==> config.mk <==
export PLATFORM = sky130hd
export DESIGN_NAME = jit_pipeline_elastic
export DESIGN_NICKNAME = d
export VERILOG_FILES = /design/src/rtl/jit_pipeline_elastic.sv
export SDC_FILE = /design/constraint.sdc
export NUM_CORES = 1
export LEC_CHECK = 0
export CORE_MARGIN = 2
export CORE_UTILIZATION = 40
export DETAILED_ROUTE_END_ITERATION = 12
export DONT_BUFFER_PORTS = 1
export MAX_ROUTING_LAYER = met4
export PLACE_DENSITY = 0.53
export SKIP_CTS_REPAIR_TIMING = 1
export SYNTH_ARGS = -nofsm -noshare
export SYNTH_HDL_FRONTEND = slang
export SYNTH_SLANG_ARGS = --single-unit
==> constraint.sdc <==
create_clock -name sys_clk -period 4.25 [get_ports sys_clk]
set_clock_uncertainty 0.1 [all_clocks]
set_input_delay 0.425 -clock sys_clk [delete_from_list [all_inputs] [get_ports sys_clk]]
set_output_delay 0.425 -clock sys_clk [all_outputs]
set_load 0.01 [all_outputs]
==> src/rtl/jit_pipeline_elastic.sv <==
// Elastic DEPTH-stage ALU pipeline with valid/ready handshakes and flush.
// Define JIT_PIPE_OCC_EN to add the occ port (count of occupied stages).
module jit_pipeline_elastic #(
  parameter int WIDTH = 16,
  parameter int DEPTH = 3,
  parameter int LO_W  = 8
) (
  input  logic             sys_clk,
  input  logic             sys_rst,
  input  logic             in_valid,
  output logic             in_ready,
  input  logic [WIDTH-1:0] in_a,
  input  logic [WIDTH-1:0] in_b,
  input  logic [1:0]       in_op,
  input  logic             flush,
  output logic             out_valid,
  input  logic             out_ready,
  output logic             out_tag,
  output logic [WIDTH-1:0] out_data,
  output logic [LO_W-1:0]  out_lo
`ifdef JIT_PIPE_OCC_EN
  ,
  output logic [$clog2(DEPTH+1)-1:0] occ
`endif
);

  localparam int BW = 1 + WIDTH + LO_W;

  logic [WIDTH-1:0] res;
  logic [BW-1:0]    bus_in;

  always_comb begin
    res = '0;
    unique case (in_op)
      2'd0: res = in_a + in_b;
      2'd1: res = in_a ^ in_b;
      2'd2: res = in_a - in_b;
      2'd3: res = in_a & in_b;
      default: res = '0;
    endcase
  end

  assign bus_in = {in_a == in_b, res, res[LO_W-1:0]};

  logic [DEPTH-1:0] valid_q, valid_d;
  logic [BW-1:0]    bus_q [DEPTH];
  logic [BW-1:0]    bus_d [DEPTH];
  logic [DEPTH-1:0] acc;
  logic [DEPTH-1:0] up_v;
  logic [BW-1:0]    up_bus [DEPTH];

  // A stage may take a beat if any stage at or after it is empty,
  // or the consumer is draining the tail.
  always_comb begin
    logic a;
    a   = out_ready;
    acc = '0;
    for (int i = DEPTH - 1; i >= 0; i--) begin
      a      = !valid_q[i] | a;
      acc[i] = a;
    end
  end

  assign in_ready = acc[0] & !flush;

  for (genvar g = 0; g < DEPTH; g++) begin : g_up
    if (g == 0) begin : g_head
      assign up_v[g]   = in_valid & in_ready;
      assign up_bus[g] = bus_in;
    end else begin : g_body
      assign up_v[g]   = valid_q[g-1];
      assign up_bus[g] = bus_q[g-1];
    end
  end

  always_comb begin
    valid_d = valid_q;
    bus_d   = bus_q;
    if (flush) begin
      valid_d = '0;
    end else begin
      for (int i = 0; i < DEPTH; i++) begin
        if (acc[i]) valid_d[i] = up_v[i];
        if (acc[i] && up_v[i]) bus_d[i] = up_bus[i];
      end
    end
  end

  always_ff @(posedge sys_clk or negedge sys_rst) begin
    if (!sys_rst) begin
      valid_q <= '0;
      for (int i = 0; i < DEPTH; i++) bus_q[i] <= '0;
    end else begin
      valid_q <= valid_d;
      bus_q   <= bus_d;
    end
  end

  assign out_valid = valid_q[DEPTH-1];
  assign {out_tag, out_data, out_lo} = bus_q[DEPTH-1];

`ifdef JIT_PIPE_OCC_EN
  localparam int OW = $clog2(DEPTH + 1);

  always_comb begin
    occ = '0;
    for (int i = 0; i < DEPTH; i++) occ = occ + OW'(valid_q[i]);
  end
`endif

endmodule

After elaboration in Yosys (flattened, before gate mapping)
Index checks and enable logic that the tools add are counted.
Widths: inputs -> output; s select.
- bitwise gates (word level): 8
- equality and inequality tests: 4
- multiplexer cells: 5
- add/sub/neg operators: 2
- reduce and logical (&&, ||, !) cells: 14
- operators with widths (operator ; count):
    $pmux 16 s4 ; 1
    $add 16x16->16 ; 1
    $and 16x16->16 ; 1
    $eq 16x16->1 ; 1
    $sub 16x16->16 ; 1
    $xor 16x16->16 ; 1
    $reduce_and 2->1 ; 3
    $reduce_bool 2->1 ; 3
    $eq 2x2->1 const B ; 2
    $logic_not 1->1 ; 4
    $logic_and 1x1->1 ; 3
    $mux 1 ; 3
    $mux 3 ; 1
    $or 1x1->1 ; 3
    $and 1x1->1 ; 2
    $eq 2x1->1 const B ; 1
    $logic_not 2->1 ; 1
    $not 1->1 ; 1
- input port bits: 39
- word-level logic and storage cells: 39
- output and inout bits: 27
- register bits: 78

Longest topological paths before layout
Gate-level depths: netlist (run 1).
- word-level depth: 8
- gate-level depth with buffers: 10
- depth with buffers taken out: 10

Worst setup path before layout (run 1)
OpenSTA, ideal clock, no wires.
- kind: input -> register
- start: in in_a[0]
- end: reg bus_q[70] (netlist name)
- setup time: 0.077 ns
- arrival: 2.392 ns
- data required time: 4.073 ns
- path buffers: 0
- stages on the path: 9
- setup slack: 1.680 ns
- cell sequence: ha_1 fa_1 nor3b_1 a211o_2 a31oi_1 o21ai_0 a21oi_1 mux2_2 a21oi_1
- word-level cells in the longest chain between the ends: 2
- elaborated cells on any way between the ends: 3
- classes of those cells: add/sub (2); mux (1)
- ends and longest elaborated chain (what ; RTL line ; text):
    from (decl) ; 12 ; input logic [WIDTH-1:0] in_a,
    $sub 16x16->16 or $add 16x16->16 (tied branches) ; 37, 35 ;
    $pmux 16 s4 (*) ; 34 ; unique case (in_op)
    to (signal assigned) ; 95 ; bus_q <= bus_d;
    to (decl) ; 46 ; logic [BW-1:0] bus_q [DEPTH];
Every way passes the cells marked *; elsewhere a longest branch is shown, timed or not.
A chain may end at the register's enable or synchronous reset.

Worst setup path after layout (run 1)
- start: reg valid_q[2]
- end: reg bus_q[73] (netlist name)
- word-level cells in the longest chain between the ends: 8
- ends and longest elaborated chain (what ; RTL line ; text):
    from (decl) ; 45 ; logic [DEPTH-1:0] valid_q, valid_d;
    from (signal assigned) ; 94 ; valid_q <= valid_d;
    $logic_not 1->1 ; 59 ; a = !valid_q[i] | a;
    $or 1x1->1 (3 in a row) ; 59 ;
    $and 1x1->1 ; 64 ; assign in_ready = acc[0] & !flush;
    named net in_ready ; 11 ; output logic in_ready,
    $and 1x1->1 ; 68 ; assign up_v[g] = in_valid & in_ready;
    $logic_and 1x1->1 ; 84 ; if (acc[i] && up_v[i]) bus_d[i] = up_bus[i];
    $reduce_and 2->1 (no line) ; n/a ;
The timed path passes the listed nets, and every way through them passes these cells.

==> reports/qor.csv, run 1 <==
metric,value,unit
status,"complete, no violations",
grt_first_pass_wirelength,17000,µm
clk_latency,300,ps
whs,76.1,ps
utilization,41.3,%
synth-edff-count,0,
final_layout_size_suffix_gt1_share,13.6,%
dr_total_vias,3330,
whs_path_depth,1,
met1_usage,27.1,%
synth_cell_types,67,
ys_seq_area_share,31.2,%
drc_errors,0,
track_usage,18.8,%
reg2reg_to,bus_q[73]$_DFFE_PN0P_,
cp_max_fo,25,
timing.fmax,378,MHz
grt_pass1_vias,3303,
place_hpwl,7750,µm
ys.warnings.count,0,
grt-busiest-layer,met2,
dieHeight,108,µm
syn_area_per_cell,8.89,µm²
cts.clk_slew.worst_paths,90,ps
drv_cap,0,
place_area,4150,µm²
via_per_inst,5.71,
ctsLongestPathBuffers,2,
final_cells,583,
fin_crit_sh,62.2,%
ys_ff_latch,54,
numClockSinks,54,
min-delay-start,flush,
grt_overflow,0,
ir_drop,214,µV
antenna_found_initial,0,
worstPathRequired,4330,ps
die_area,11700,µm²
final_antenna_net_count,0,
cts_buffers,5,
dp.cells,574,
r2r_cells,7,
crit_arrival,2720,ps
use_met3,2.77,%
rows,37,
end_kind,register,
syn_area,4330,µm²
r2r-start,valid_q[2]$_DFFE_PN0P_,
timing.slew.headroom,45.2,%
r2r_setup_slack,1610,ps
cts-root-buf,clkbuf_8,
critPathLaunchType,register,
cts_tree,done,
startpoint,valid_q[2]$_DFFE_PN0P_,
async_flop_share,100,%
fin_area,4300,µm²
path_class,register to register,
setup-tns-final,0,ps
pin_count,66,
layout_commonest_cell,dfrtp_1,
netlist_instances,487,
synth_fp_nets,560,
fp.dieW,108,µm
gp_congestion,0.911,
grt_setup_unrepaired,no,
grt_start_max_net_pins,55,
min_to,valid_q[0]$_DFFE_PN0P_,
synthFlopType,dfrtp_1,
worst_pin_slew,820,ps
period_minus_slack,2640,ps
power_density,365,nW/µm²
wl_per_cell,17.2,µm
core_area,10400,µm²
p_leak,0.00187,µW
drt_iter0_markers,270,
hold_path_class,input port to register,
layout_common_cells,"54 x dfrtp_1, 41 x nor2_1, 39 x mux2_2, 39 x o21ai_0, 37 x a21oi_1",
initial_core_util,41.6,%
finalSetupViolCount,0,
wl,10100,µm
finalHoldViolCount,0,
cts.htree.levels,2,
area_growth,-0.636,%
drv_slew,0,
diodes,0,
drtPass1Iterations,4,
grt_util_met2,27.1,%
num-nets-final,520,
portBuffers,0,
## per-stage QoR
stage	worst slack, ps	total power, µW
3_3_place_gp	1480	1220
4_1_cts	1580	1580
2_1_floorplan	1680	1270
3_5_place_dp	1410	1230
6_report	1610	1570
5_1_grt	1330	1690
## logic make-up after synthesis
family,count (synthesis),synth area share [%]
AOI/OAI and AO/OA,144,21.2
xor gates and xnor gates,7,1.42
adders and majority gates,34,10.2
buffers and inverters,80,10.7
DFF,54,31.2
muxes,43,11.4
and+or+nand+nor,125,13.9
## worst max path at each step
stage / cells past startpoint / slack (ps) / endpoint
6_report: 7 / 1610 / bus_q[73]$_DFFE_PN0P_
5_1_grt: 7 / 1330 / bus_q[73]$_DFFE_PN0P_
4_1_cts: 7 / 1580 / bus_q[73]$_DFFE_PN0P_
3_5_place_dp: 10 / 1410 / bus_q[72]$_DFFE_PN0P_
3_3_place_gp: 10 / 1480 / bus_q[72]$_DFFE_PN0P_
2_1_floorplan: 9 / 1680 / bus_q[70]$_DFFE_PN0P_
## final cells by class
class / count / area, µm²
multi-input combinational: 353 / 2510
clock buffer: 6 / 82.6
sequential: 54 / 1350
fill: 1059 / 6110
timing repair buffer: 2 / 37.5
inverter: 31 / 116
tap: 136 / 170
clock inverter: 1 / 30.0
## synth_stat cells, types with 5 or more instances
library cell,number,area [µm²]
dfrtp_1,54,1350
nand3_1,7,35.0
buf_2,6,30.0
o211ai_1,6,45.0
o21ai_0,39,195
xnor2_1,5,43.8
nand2_1,33,124
nor3_1,10,50.1
nor2b_1,6,37.5
mux2_2,39,439
a211oi_1,10,75.1
nor2_1,41,154
ha_1,32,400
nand2b_1,6,37.5
buf_4,27,203
inv_1,31,116
a31oi_1,6,37.5
o31ai_1,7,52.6
clkbuf_1,5,18.8
a21oi_1,37,185
## state kept, by name, summed over array words and instances, names as in the netlist
name / flops
out_data: 16
valid_q: 3
bus_q: 34
out_tag: 1
## where the power goes
part | switching [µW] | internal (µW)
sequential | 143 | 654
clock | 151 | 188
combinational | 224 | 208
total | 518 | 1050
## routing by layer
layer | share of wire (%) | up-vias
li1 | - | 1628
met1 | 49 | 1587
met2 | 43 | 99
met3 | 6.1 | 16
met4 | 1.6 | 0
met5 | 0 | -
## worst max-delay path, stage by stage (launching register included)
cell	delay, ps
dfrtp_1	420
nor2b_1	190
a31oi_1	440
nand2_1	620
a21oi_1	280
o21ai_0	120
a211oi_1	240
a21oi_1	110
Note: power is estimated with default switching activity, not from simulation.
==> run 2: changes to the inputs <==
--- a/config.mk
+++ b/config.mk
@@ -10,7 +10,7 @@
 export DETAILED_ROUTE_END_ITERATION = 12
 export DONT_BUFFER_PORTS = 1
 export MAX_ROUTING_LAYER = met4
-export PLACE_DENSITY = 0.53
+export PLACE_DENSITY = 0.55
 export SKIP_CTS_REPAIR_TIMING = 1
 export SYNTH_ARGS = -nofsm -noshare
 export SYNTH_HDL_FRONTEND = slang
==> constraint.sdc (replaced) <==
create_clock -name sys_clk -period 2.25 [get_ports sys_clk]
set_clock_uncertainty 0.1 [all_clocks]
set_input_delay 0.225 -clock sys_clk [delete_from_list [all_inputs] [get_ports sys_clk]]
set_output_delay 0.225 -clock sys_clk [all_outputs]
set_load 0.01 [all_outputs]
==> run 2 against run 1 <==
Worst hold slack worse by 32 ps. Count of clock-buffer cells in the layout down 1. Core utilization is 3.4 points higher. Flip-flop and latch count did not move. Largest power group unchanged.
==> reports/qor.csv, run 2 (same netlist as run 1, synthesis figures left out) <==
metric,value,unit,change
status,"complete, no violations",,
drt_iter0_markers,198,,-27%
ir_drop,388,µV,+81%
critPathLaunchType,input port,,
fin_crit_sh,95.6,%,
reg2reg_to,bus_q[69]$_DFFE_PN0P_,,
antenna_found_initial,0,,unchanged
worst_pin_slew,523,ps,-297 ps
min-delay-start,in_op[0],,
final_antenna_net_count,0,,unchanged
diodes,0,,unchanged
setup_ws,98.7,ps,-1510 ps
preCtsSetupSlack,-165,ps,-1570 ps
power_density,634,nW/µm²,+74%
crit_top_cell,a21oi_1,,
startpoint,in_b[7],,
dieHeight,108,µm,unchanged
timing.fmax,465,MHz,
rows,37,,unchanged
timing.slew.headroom,65.0,%,+20 points
slowest_stage,a2111o_1,,
path_buf_inv,1,,+1
clockPowerShare,18.1,%,-3.5 points
cp_max_fo,7,,-72%
final_cells,630,,+8.1%
layout_commonest_cell,dfrtp_1,,
portBuffers,0,,unchanged
cts_tree,done,,
wl_per_cell,16.5,µm,-4.5%
final_layout_size_suffix_gt1_share,22.5,%,+8.8 points
r2r-start,valid_q[2]$_DFFE_PN0P_,,
drv_cap,0,,unchanged
p_sw_share,34.8,%,+1.8 points
area_growth,7.60,%,
num-nets-final,566,,+8.8%
cts_buffers,5,,unchanged
p_int,1930,µW,+83%
cts.htree.levels,2,,unchanged
slowest_delay,400,ps,-220 ps
seqPwrFrac,50.8,%,about the same
finalSetupViolCount,0,,unchanged
grt_overflow,0,,unchanged
dp.cells,618,,+7.7%
path_depth,9,,+2
drc_errors,0,,unchanged
grt_first_pass_wirelength,17100,µm,+0.52%
r2r_setup_slack,240,ps,-1370 ps
largest_reg_flops,34,,unchanged
p_leak,0.00207,µW,+11%
cts-root-buf,clkbuf_8,,
crit_arrival,2280,ps,-440 ps
pin_count,66,,unchanged
gp_congestion,0.896,,-1.7%
top_register,bus_q,,
hold_path_class,input port to register,,
fin_area,4660,µm²,+8.3%
numClockSinks,54,,unchanged
drv_slew,0,,unchanged
worstPathRequired,2380,ps,-1950 ps
fp.dieW,108,µm,unchanged
track_usage,18.8,%,-0.020 points
place_hpwl,8290,µm,+7.0%
grt_start_max_net_pins,55,,unchanged
finalHoldViolCount,0,,unchanged
period_minus_slack,2150,ps,
power_switching,1030,µW,+98%
ctsLongestPathBuffers,2,,unchanged
r2r_cells,7,,unchanged
layout_common_cells,"54 x dfrtp_1, 44 x buf_4, 41 x nor2_1",,
via_per_inst,5.51,,-3.5%
initial_core_util,41.6,%,unchanged
place_area,4510,µm²,+8.6%
cts.clk_slew.worst_paths,90,ps,about the same
crit_end,bus_q[70]$_DFFE_PN0P_,,
end_kind,register,,
clk_latency,300,ps,about the same
comb_power_share,31.1,%,+3.6 points
grt_setup_unrepaired,no,,
core_area,10400,µm²,unchanged
die_area,11700,µm²,unchanged
crit_family,compound AO/OA/AOI/OAI gates,,
drtPass1Iterations,4,,unchanged
grt_pass1_vias,3443,,+4.2%
dr_total_vias,3471,,+4.2%
worstPathCellList,"inv_1, ha_1, and2b_4, a2111o_1, a31oi_2, o21ai_0, a21oi_1, mux2_2, a21oi_1",,
path_class,input port to register,,
wl,10400,µm,+3.2%
==> run 2: cell count changes in the layout (fill, tap and decap cells not counted), moves of 2 or more <==
cell | previous run | this run
buf_4 | 0 | 44
dlygate4sd3_1 | 1 | 3
fa_1 | 2 | 0
fa_2 | 0 | 2
==> run 2: how the worst min path moves through the flow <==
stage / depth (start not counted) / end / slack, ps
finish: 2 / bus_q[66]$_DFFE_PN0P_ / 40
global route: 2 / bus_q[66]$_DFFE_PN0P_ / 40
CTS: 0 / valid_q[2]$_DFFE_PN0P_ / -510
detailed placement: 0 / out_data[0]$_DFFE_PN0P_ / -170
global placement: 0 / out_data[2]$_DFFE_PN0P_ / -170
floorplan: 0 / bus_q[33]$_DFFE_PN0P_ / -170
==> run 2: routing by layer <==
| layer | track usage (%) | vias to the layer above | share of wire (%) |
|---|---|---|---|
| met1 | 26.9 | 1645 | 50 |
| li1 | - | 1719 | - |
| met3 | 2.71 | 12 | 5.4 |
| met5 | - | - | 0 |
| met4 | 4.58 | 0 | 1.6 |
| met2 | 27.9 | 95 | 43 |
==> run 2: power by group through the flow <==
stage                     Sequential, µW  Clock, µW  Combinational [µW]
after floorplan                     1360          0                1050
after global placement              1520          0                 868
after detailed placement            1530          0                 885
after CTS                           1510        553                 891
after global routing                1550        596                1020
final                               1500        533                 919
==> run 2: per-stage QoR <==
step,util (%),setup TNS [ps],total power [µW],hold WS [ps]
after floorplan,-,-0.644,2400,-171
after global placement,43.3,-394,2390,-169
after detailed placement,43.3,-686,2420,-169
after CTS,44.2,0,2960,-510
after global routing,44.7,0,3170,39.1
final,44.7,0,2950,43.7
==> run 2: area by class of cell <==
| cell class | instances | area, µm² |
|---|---|---|
| multi-input cells | 353 | 2540 |
| well taps | 136 | 170 |
| inverters | 31 | 116 |
| fillers | 1054 | 5760 |
| flip-flops and latches | 54 | 1350 |
| clock inverters | 3 | 21.3 |
| repair buffers | 48 | 388 |
| clock buffers | 5 | 68.8 |
